File: src/rtl/pc_gen_pkg.sv
// Shared constants for the fetch PC generator: address defaults, fetch stride
// and the 2-bit branch counter encoding with its saturating helpers.
package pc_gen_pkg;

  localparam int          ADDR_W_DEF    = 32;
  localparam logic [31:0] RESET_VEC_DEF = 32'h0;
  localparam int          PC_STRIDE     = 4;

  typedef logic [1:0] ctr_t;

  localparam ctr_t CTR_SNT = 2'b00;
  localparam ctr_t CTR_WNT = 2'b01;
  localparam ctr_t CTR_WT  = 2'b10;
  localparam ctr_t CTR_ST  = 2'b11;

  function automatic ctr_t ctr_inc(input ctr_t c);
    return (c == CTR_ST) ? c : c + 2'd1;
  endfunction

  function automatic ctr_t ctr_dec(input ctr_t c);
    return (c == CTR_SNT) ? c : c - 2'd1;
  endfunction

endpackage

File: src/rtl/pc_btb.sv
// Direct-mapped branch target buffer: combinational lookup on the fetch pc and
// a registered update from resolved branches. Lookup sees pre-update contents.
module pc_btb
  import pc_gen_pkg::*;
#(
  parameter int ADDR_W    = ADDR_W_DEF,
  parameter int BTB_DEPTH = 16
) (
  input  logic              clk,
  input  logic              rst,
  input  logic              i_rdy,
  input  logic [ADDR_W-1:0] i_lkp_pc,
  input  logic              i_upd_valid,
  input  logic [ADDR_W-1:0] i_upd_pc,
  input  logic              i_upd_taken,
  input  logic [ADDR_W-1:0] i_upd_target,
  output logic              o_pred_taken,
  output logic [ADDR_W-1:0] o_pred_target
);

  localparam int IDX_W = $clog2(BTB_DEPTH);
  localparam int TAG_W = ADDR_W - 2 - IDX_W;

  if (BTB_DEPTH < 2 || (1 << IDX_W) != BTB_DEPTH) begin : g_depth_chk
    $error("pc_btb: BTB_DEPTH must be a power of two and at least 2");
  end

  logic              r_valid  [BTB_DEPTH];
  ctr_t              r_ctr    [BTB_DEPTH];
  logic [TAG_W-1:0]  r_tag    [BTB_DEPTH];
  logic [ADDR_W-1:0] r_target [BTB_DEPTH];

  logic [IDX_W-1:0]  w_lkp_idx;
  logic [TAG_W-1:0]  w_lkp_tag;
  logic              w_lkp_hit;
  logic [IDX_W-1:0]  w_upd_idx;
  logic [TAG_W-1:0]  w_upd_tag;
  logic              w_upd_hit;
  logic              w_upd_en;
  logic              w_unused;

  assign w_lkp_idx = i_lkp_pc[IDX_W+1:2];
  assign w_lkp_tag = i_lkp_pc[ADDR_W-1:IDX_W+2];
  assign w_upd_idx = i_upd_pc[IDX_W+1:2];
  assign w_upd_tag = i_upd_pc[ADDR_W-1:IDX_W+2];
  // Byte-offset bits never participate in indexing or tagging.
  assign w_unused  = &{1'b0, i_lkp_pc[1:0], i_upd_pc[1:0]};

  assign w_lkp_hit     = r_valid[w_lkp_idx] && (r_tag[w_lkp_idx] == w_lkp_tag);
  assign o_pred_taken  = w_lkp_hit && r_ctr[w_lkp_idx][1];
  assign o_pred_target = o_pred_taken ? r_target[w_lkp_idx] : '0;

  assign w_upd_en  = i_upd_valid && i_rdy && !rst;
  assign w_upd_hit = r_valid[w_upd_idx] && (r_tag[w_upd_idx] == w_upd_tag);

  // Control state: valid bits and counters are cleared on reset.
  always_ff @(posedge clk) begin
    if (rst) begin
      for (int i = 0; i < BTB_DEPTH; i++) begin
        r_valid[i] <= 1'b0;
        r_ctr[i]   <= CTR_SNT;
      end
    end else if (w_upd_en) begin
      if (w_upd_hit) begin
        r_ctr[w_upd_idx] <= i_upd_taken ? ctr_inc(r_ctr[w_upd_idx])
                                        : ctr_dec(r_ctr[w_upd_idx]);
      end else if (i_upd_taken) begin
        r_valid[w_upd_idx] <= 1'b1;
        r_ctr[w_upd_idx]   <= CTR_WT;
      end
    end
  end

  // Tag and target payload; rewriting the tag on a hit is harmless.
  always_ff @(posedge clk) begin
    if (w_upd_en && i_upd_taken) begin
      r_tag[w_upd_idx]    <= w_upd_tag;
      r_target[w_upd_idx] <= i_upd_target;
    end
  end

endmodule

File: src/rtl/pc_gen.sv
// Fetch program counter with next-pc selection between reset, execute redirect,
// stall hold, BTB prediction and sequential fetch.
module pc_gen
  import pc_gen_pkg::*;
#(
  parameter int              ADDR_W    = ADDR_W_DEF,
  parameter logic [ADDR_W-1:0] RESET_VEC = ADDR_W'(RESET_VEC_DEF),
  parameter int              BTB_DEPTH = 16
) (
  input  logic              clk,
  input  logic              rst,
  input  logic              rdy,
  input  logic              stall,
  input  logic              ex_redirect,
  input  logic [ADDR_W-1:0] ex_target,
  input  logic              upd_valid,
  input  logic [ADDR_W-1:0] upd_pc,
  input  logic              upd_taken,
  input  logic [ADDR_W-1:0] upd_target,
  output logic [ADDR_W-1:0] pc,
  output logic              pred_taken,
  output logic [ADDR_W-1:0] pred_target
);

  logic [ADDR_W-1:0] r_pc;
  logic [ADDR_W-1:0] w_pc_next;
  logic              w_pred_taken;
  logic [ADDR_W-1:0] w_pred_target;

  pc_btb #(
    .ADDR_W   (ADDR_W),
    .BTB_DEPTH(BTB_DEPTH)
  ) u_btb (
    .clk          (clk),
    .rst          (rst),
    .i_rdy        (rdy),
    .i_lkp_pc     (r_pc),
    .i_upd_valid  (upd_valid),
    .i_upd_pc     (upd_pc),
    .i_upd_taken  (upd_taken),
    .i_upd_target (upd_target),
    .o_pred_taken (w_pred_taken),
    .o_pred_target(w_pred_target)
  );

  // Redirect outranks stall so a mispredict is never lost behind a fetch stall.
  always_comb begin
    w_pc_next = r_pc;
    if (ex_redirect) begin
      w_pc_next = ex_target;
    end else if (!stall) begin
      w_pc_next = w_pred_taken ? w_pred_target : r_pc + ADDR_W'(PC_STRIDE);
    end
  end

  always_ff @(posedge clk) begin
    if (rst) begin
      r_pc <= RESET_VEC;
    end else if (rdy) begin
      r_pc <= w_pc_next;
    end
  end

  assign pc          = r_pc;
  assign pred_taken  = w_pred_taken;
  assign pred_target = w_pred_target;

endmodule
File: config.mk
export PLATFORM = sky130hd
export DESIGN_NAME = pc_gen
export DESIGN_NICKNAME = d
export VERILOG_FILES = /design/src/rtl/pc_gen_pkg.sv /design/src/rtl/pc_btb.sv /design/src/rtl/pc_gen.sv
export SDC_FILE = /design/constraint.sdc
export NUM_CORES = 1
export LEC_CHECK = 0
export ABC_AREA = 1
export BUFFER_PORTS_ARGS = -buffer_cell sky130_fd_sc_hd__buf_2
export CELL_PAD_IN_SITES_DETAIL_PLACEMENT = 1
export CELL_PAD_IN_SITES_GLOBAL_PLACEMENT = 2
export CORE_MARGIN = 5
export CORE_UTILIZATION = 33
export DETAILED_ROUTE_END_ITERATION = 10
export PLACE_DENSITY_LB_ADDON = 0.1
export SYNTH_ARGS = -nofsm -noshare
export SYNTH_HDL_FRONTEND = slang
export SYNTH_SLANG_ARGS = --single-unit
File: constraint.sdc
create_clock -name clk -period 10.82 [get_ports clk]
set_clock_uncertainty 0.2 [all_clocks]
set_input_delay 1.082 -clock clk [delete_from_list [all_inputs] [get_ports clk]]
set_output_delay 1.082 -clock clk [all_outputs]
set_load 0.05 [all_outputs]
-- Word-level counts from Yosys, hierarchy flattened
Memory sizes are Yosys's and may differ from the RTL's. A register that Yosys moved wholly into a read port is not among the register bits.
Cells that the tools add are included.
- flip-flop bits (word level): 32
- RAM bits: 976
- output and inout bits: 65
- memories: 4
- memories (memory ; depth ; width ; read ports ; clocked after memory_dff ; write ports ; line ; source):
    u_btb.r_target ; 16 ; 32 ; 1 ; 1 ; 1 ; pc_btb.sv:31 ; logic [ADDR_W-1:0] r_target [BTB_DEPTH];
    u_btb.r_tag ; 16 ; 26 ; 2 ; 1 ; 1 ; pc_btb.sv:30 ; logic [TAG_W-1:0] r_tag [BTB_DEPTH];
    u_btb.r_ctr ; 16 ; 2 ; 2 ; 1 ; 16 ; pc_btb.sv:29 ; ctr_t r_ctr [BTB_DEPTH];
    u_btb.r_valid ; 16 ; 1 ; 2 ; 1 ; 16 ; pc_btb.sv:28 ; logic r_valid [BTB_DEPTH];
- add/sub/neg operators: 3
- equality and inequality tests: 4
- multiplexer cells: 35
- bitwise logic cells: 1
- reductions and logical operators: 11
- operators by type and width (operator ; number):
    32-bit 2-to-1 mux ; 4
    26-bit == test ; 2
    4-bit 2-to-1 mux ; 10
    32-bit by 3-bit adder with 32-bit output, second input constant ; 1
    1-bit 2-to-1 mux ; 16
    2-bit 2-to-1 mux ; 5
    1-bit logical AND ; 6
    2-bit by 1-bit adder with 2-bit output, second input constant ; 1
    2-bit == test, second input constant ; 1
    2-bit logical NOT ; 1
    2-bit by 1-bit != test with 1-bit output, second input constant ; 1
    2-bit AND reduction ; 1
    2-bit OR reduction ; 1
    2-bit by 1-bit subtractor with 2-bit output, second input constant ; 1
    1-bit logical NOT ; 1
    1-bit bitwise OR ; 1
    1-bit OR reduction ; 1

-- Logic depth before layout (Yosys ltp)
An unclocked memory read counts as a cell.
- word-level depth: 10
- mapped depth: 23
- gate-level depth less buffers: 20

-- Hierarchy
From an unflattened synthesis, not the netlist that was laid out.
- cells, all modules: 4602
- area, all modules: 46533.4 sq um
- by module, submodules not included (module ; times used ; cells an instance ; area an instance (sq um) ; sequential area each (sq um)):
    pc_btb ; 1 ; 4230 ; 44118.6 ; 29148.0
    pc_gen ; 1 ; 372 ; 2414.8 ; 640.6

-- Worst setup path before layout
OpenSTA, ideal clock, no wires.
- path kind: input to register
- from: input port rst
- to: memory u_btb.r_tag[7][0] in the netlist's numbering (enable)
- data arrival time: 6.081 ns
- data required time: 10.074 ns
- slack: 3.994 ns
- cell stages on the path: 7
- cell sequence: clkbuf_1 > inv_1 > nand3_1 > nor2_1 > clkinv_1 > clkbuf_1 > nor3_1
- word-level cells in the longest chain between the ends: 5
- ends and longest elaborated chain (item ; line ; source):
    from (decl) ; pc_gen.sv:11 ; input logic rst,
    1-bit logical NOT ; pc_btb.sv:53 ; assign w_upd_en = i_upd_valid && i_rdy && !rst;
    1-bit logical AND ; pc_btb.sv:53 ;
    1-bit logical AND ; pc_btb.sv:76 ; if (w_upd_en && i_upd_taken) begin
    1-bit 2-to-1 mux ; pc_btb.sv:76 ;
    1-bit 2-to-1 mux (implied by the code) ; pc_btb.sv:77 ; r_tag[w_upd_idx] <= w_upd_tag;
    to (decl) ; pc_btb.sv:30 ;
Every way passes these cells.

==> summary.txt <==
STA
  • Unrepaired setup endpoints after global routing: no
  • Max Freq: 0.131 GHz
  • Max Slew Vio Count: 0
  • Max-Slew Margin vs Limit: 22.2%
  • Number of hold violations in the final report: 0
  • Slew @ Worst Pin: 1.17 ns
  • Min Hold Slack: 0.281 ns
  • Setup-violating endpoint count in the final report: 0
  • Aggregate negative setup slack: 0 ns
  • Final worst slack: 3.16 ns
  • Min cycle time layout: 7.66 ns
  • Final period util: 70.8%

Clocking
  • Clock slew at reported path FFs: 0.06 ns
  • Sink Count: 1012
  • Root Buffer Master: clkbuf_16
  • Number of instances resized during post-cts repair: 0
  • Latest clock arrival within the worst-skew pair: 0.75 ns
  • CTS tree: done
  • Hold buffers post-CTS: 0
  • Number of buffers added for setup after CTS: 0
  • Level count of the clock H-tree: 3
  • Inserted Clock Buffers: 118
  • Longest Clk Path Bufs: 3

Placed design
  • I/O Buffers: 165
  • Post-DP HPWL: 106 mm
  • Post-placement worst setup slack: 3.88 ns
  • Weighted congestion reported at the end of routability-driven placement: 0.818
  • Instance area after placement: 49100 µm²

Power and ir drop
  • Total power divided by cell area: 177 nW/µm²
  • Switching power summed over all nets: 2.44 mW
  • Peak supply drop: 140 µV
  • Design Power: 9.42 mW
  • Seq pwr share: 46.2%
  • Switching share of power: 25.9%
  • Combinational group share of total power: 9.7%
  • P_leak: 19.5 nW
  • Internal power: 6.98 mW
  • Fraction of power consumed by the clock network: 44.1%

GRT
  • Aggregate global routing overflow: 0
  • Global-route wire length before repair: 265 mm
  • M1 GR Usage: 33.0%
  • Largest net degree at the start of global routing: 129
  • Antenna violations before repair: 17
  • GR met2 Demand/Resource: 42.5%
  • Busiest metal layer after global routing: met2
  • Global routing met3 resource utilization: 3.64%
  • Via count of the first global-routing pass: 36.8k
  • GRT Resource Usage Total: 24.6%

Synthesis
  • Dominant cells by area after synthesis: edfxtp_1 (62%), nand2_1 (8.3%), o21ai_0 (4.7%)
  • Average footprint of a synthesized cell: 10.1 µm²
  • Sequential cell area fraction in the yosys report: 64.2%
  • Cells after synthesis: 4594
  • Asr flop ratio synth: 0%
  • Cell area after synthesis: 46600 µm²
  • Most common cell in the netlist: nand2_1
  • Post-synth EDFFs: 960
  • Top cells by count, synth: nand2_1 (1030), edfxtp_1 (960), nor2_1 (508)
  • Nets in the synthesized netlist: 4698
  • Register bit total from synthesis: 1012
  • Number of distinct library cells after synthesis: 44
  • Largest area contributor in the synthesized netlist: edfxtp_1
  • Number of synthesis warnings: 0
  • Top_reg_cell synth: edfxtp_1
  • Share of Yosys cell area claimed by the top area cell type: 61.9%

Drt
  • Routed Antenna Nets: 0
  • Remaining routing DRC violations: 0
  • Via count: 35.8k
  • TritonRoute pass-1 iters: 5
  • Drt wl/cell: 28.1 µm
  • Final routed wirelength across all metal layers: 187 mm
  • Detail-routed via count per cell: 5.38
  • Initial DRC Count: 2830

Critical path
  • Critical path's most frequent cell: nand2_1
  • Chain of cells forming the critical path: buf_4 > buf_4 > nand2_1 > nand2_1 > nand2_1 > nand3_1 > nand3_1 > nand3_1 > nand2_1 > inv_1 > nand2_1 > nor2_1 > nand3_1 > nor2_2 > inv_1 > buf_4 > a21oi_1 > buf_2
  • Critical Path Fanout Max: 80
  • Highest-delay cell along the critical path: buf_4
  • Kind of launch point of the worst setup path: register
  • Kind of end point of the critical path: output port
  • Critical Setup Path Class: register to output port
  • Crit path arrival time: 6.38 ns
  • Maximum cell stage delay along the critical path: 0.79 ns
  • Worst Path Required: 9.54 ns

Die
  • Width of the die: 386 µm
  • Starting density of the core: 33.3%
  • Cell Rows: 137
  • CORE AREA: 140000 µm²
  • Number of ports placed on the die boundary: 168
  • Vertical die dimension: 386 µm
  • Die ar.: 149000 µm²

Run status
  • Status: complete, no violations

Final layout
  • Final net count: 4768
  • Final Cell Area: 53200 µm²
  • Share of cells above drive strength 1: 10.1%
  • Number of fillers in the final layout: 15.6k
  • Synth-to-layout area growth: 14.2%

Hold path
  • Min-delay worst type: register to register

Flow run
  • Number of max-capacitance violations reported: 0
[cell usage in the layout, fill, tap and decap left out, types with 7 or more instances in the layout]
master	count
a221oi_1	7
buf_2	165
bufinv_16	16
nor2_2	13
a21oi_1	85
nor2_4	16
o211ai_1	39
clkbuf_1	36
o221ai_1	92
dfxtp_1	48
nand2_1	1028
nand3_1	406
o22ai_1	104
o21ai_1	39
buf_4	79
nor2_1	498
nand4_1	9
xor2_1	31
a22oi_1	95
clkinv_2	16
edfxtp_1	960
o21bai_1	14
nor3_2	8
clkinv_1	23
clkbuf_16	119
diode_2	9
inv_1	307
nor3_1	9
o21ai_0	439
[kinds of logic after synthesis]
kind of cell / synth area share (%)
and+or+nand+nor: 17.7
DFF: 64.2
AOI/OAI and AO/OA: 11.8
buffers and inverters: 5.60
xor gates and xnor gates: 0.640
adders and majority gates: 0.0269
[flip-flops by register name (all words and copies together), names as in the netlist, named ones only]
register	count
u_btb.r_target	512
pc	32
u_btb.r_ctr	32
u_btb.r_valid	16
u_btb.r_tag	416
[critical path, delay by kind of cell, from the launching register on]
kind                   cells  cell delay, ns
buffers and inverters      6            2.52
AOI/OAI and AO/OA          1            0.50
and+or+nand+nor           11            1.78
DFF                        1            0.63
[cell type report]
class	instances	area (µm²)	share of cell area, %
flip-flops and latches	1012	29900	56.2
multi-input cells	2965	14200	26.7
clock buffers	161	3200	6.01
inverters	321	1230	2.31
repair buffers	246	1460	2.74
well taps	1876	2350	4.42
clock inverters	63	812	1.53
diodes	9	22.5	0.0424
[layer usage]
layer  vias up  routed length (µm)
met2       763               91100
met3       204                8550
met4         4                3230
met5         -                  25
li1      16302                   -
met1     18489               84000
[per-stage QoR]
step | util (%) | instances
finish | 38.0 | 6653
global route | 38.0 | 6644
CTS | 38.0 | 6644
detailed placement | 35.1 | 6420
global placement | 35.1 | 6420
floorplan | - | 4594
[path summary, 6_finish.rpt]
path	startpoint	end	slack (ns)	depth (start not counted)
setup reg to reg	register	pc[23]	5.33	21
setup / recovery	register	pred_target[9]	3.16	18
hold / removal	u_btb.r_valid[14]	u_btb.r_valid[14]	0.28	2
hold reg to reg	u_btb.r_valid[14]	u_btb.r_valid[14]	0.28	2
[power by group through the flow]
stage | Sequential, mW | Combinational, mW | Clock [mW]
after floorplan | 4.43 | 0.526 | 0
after global placement | 4.44 | 0.915 | 0
after detailed placement | 4.44 | 0.920 | 0
after CTS | 4.35 | 0.922 | 4.23
after global routing | 4.35 | 1.00 | 4.40
final | 4.35 | 0.914 | 4.15
(Power assumes the default switching activity.)
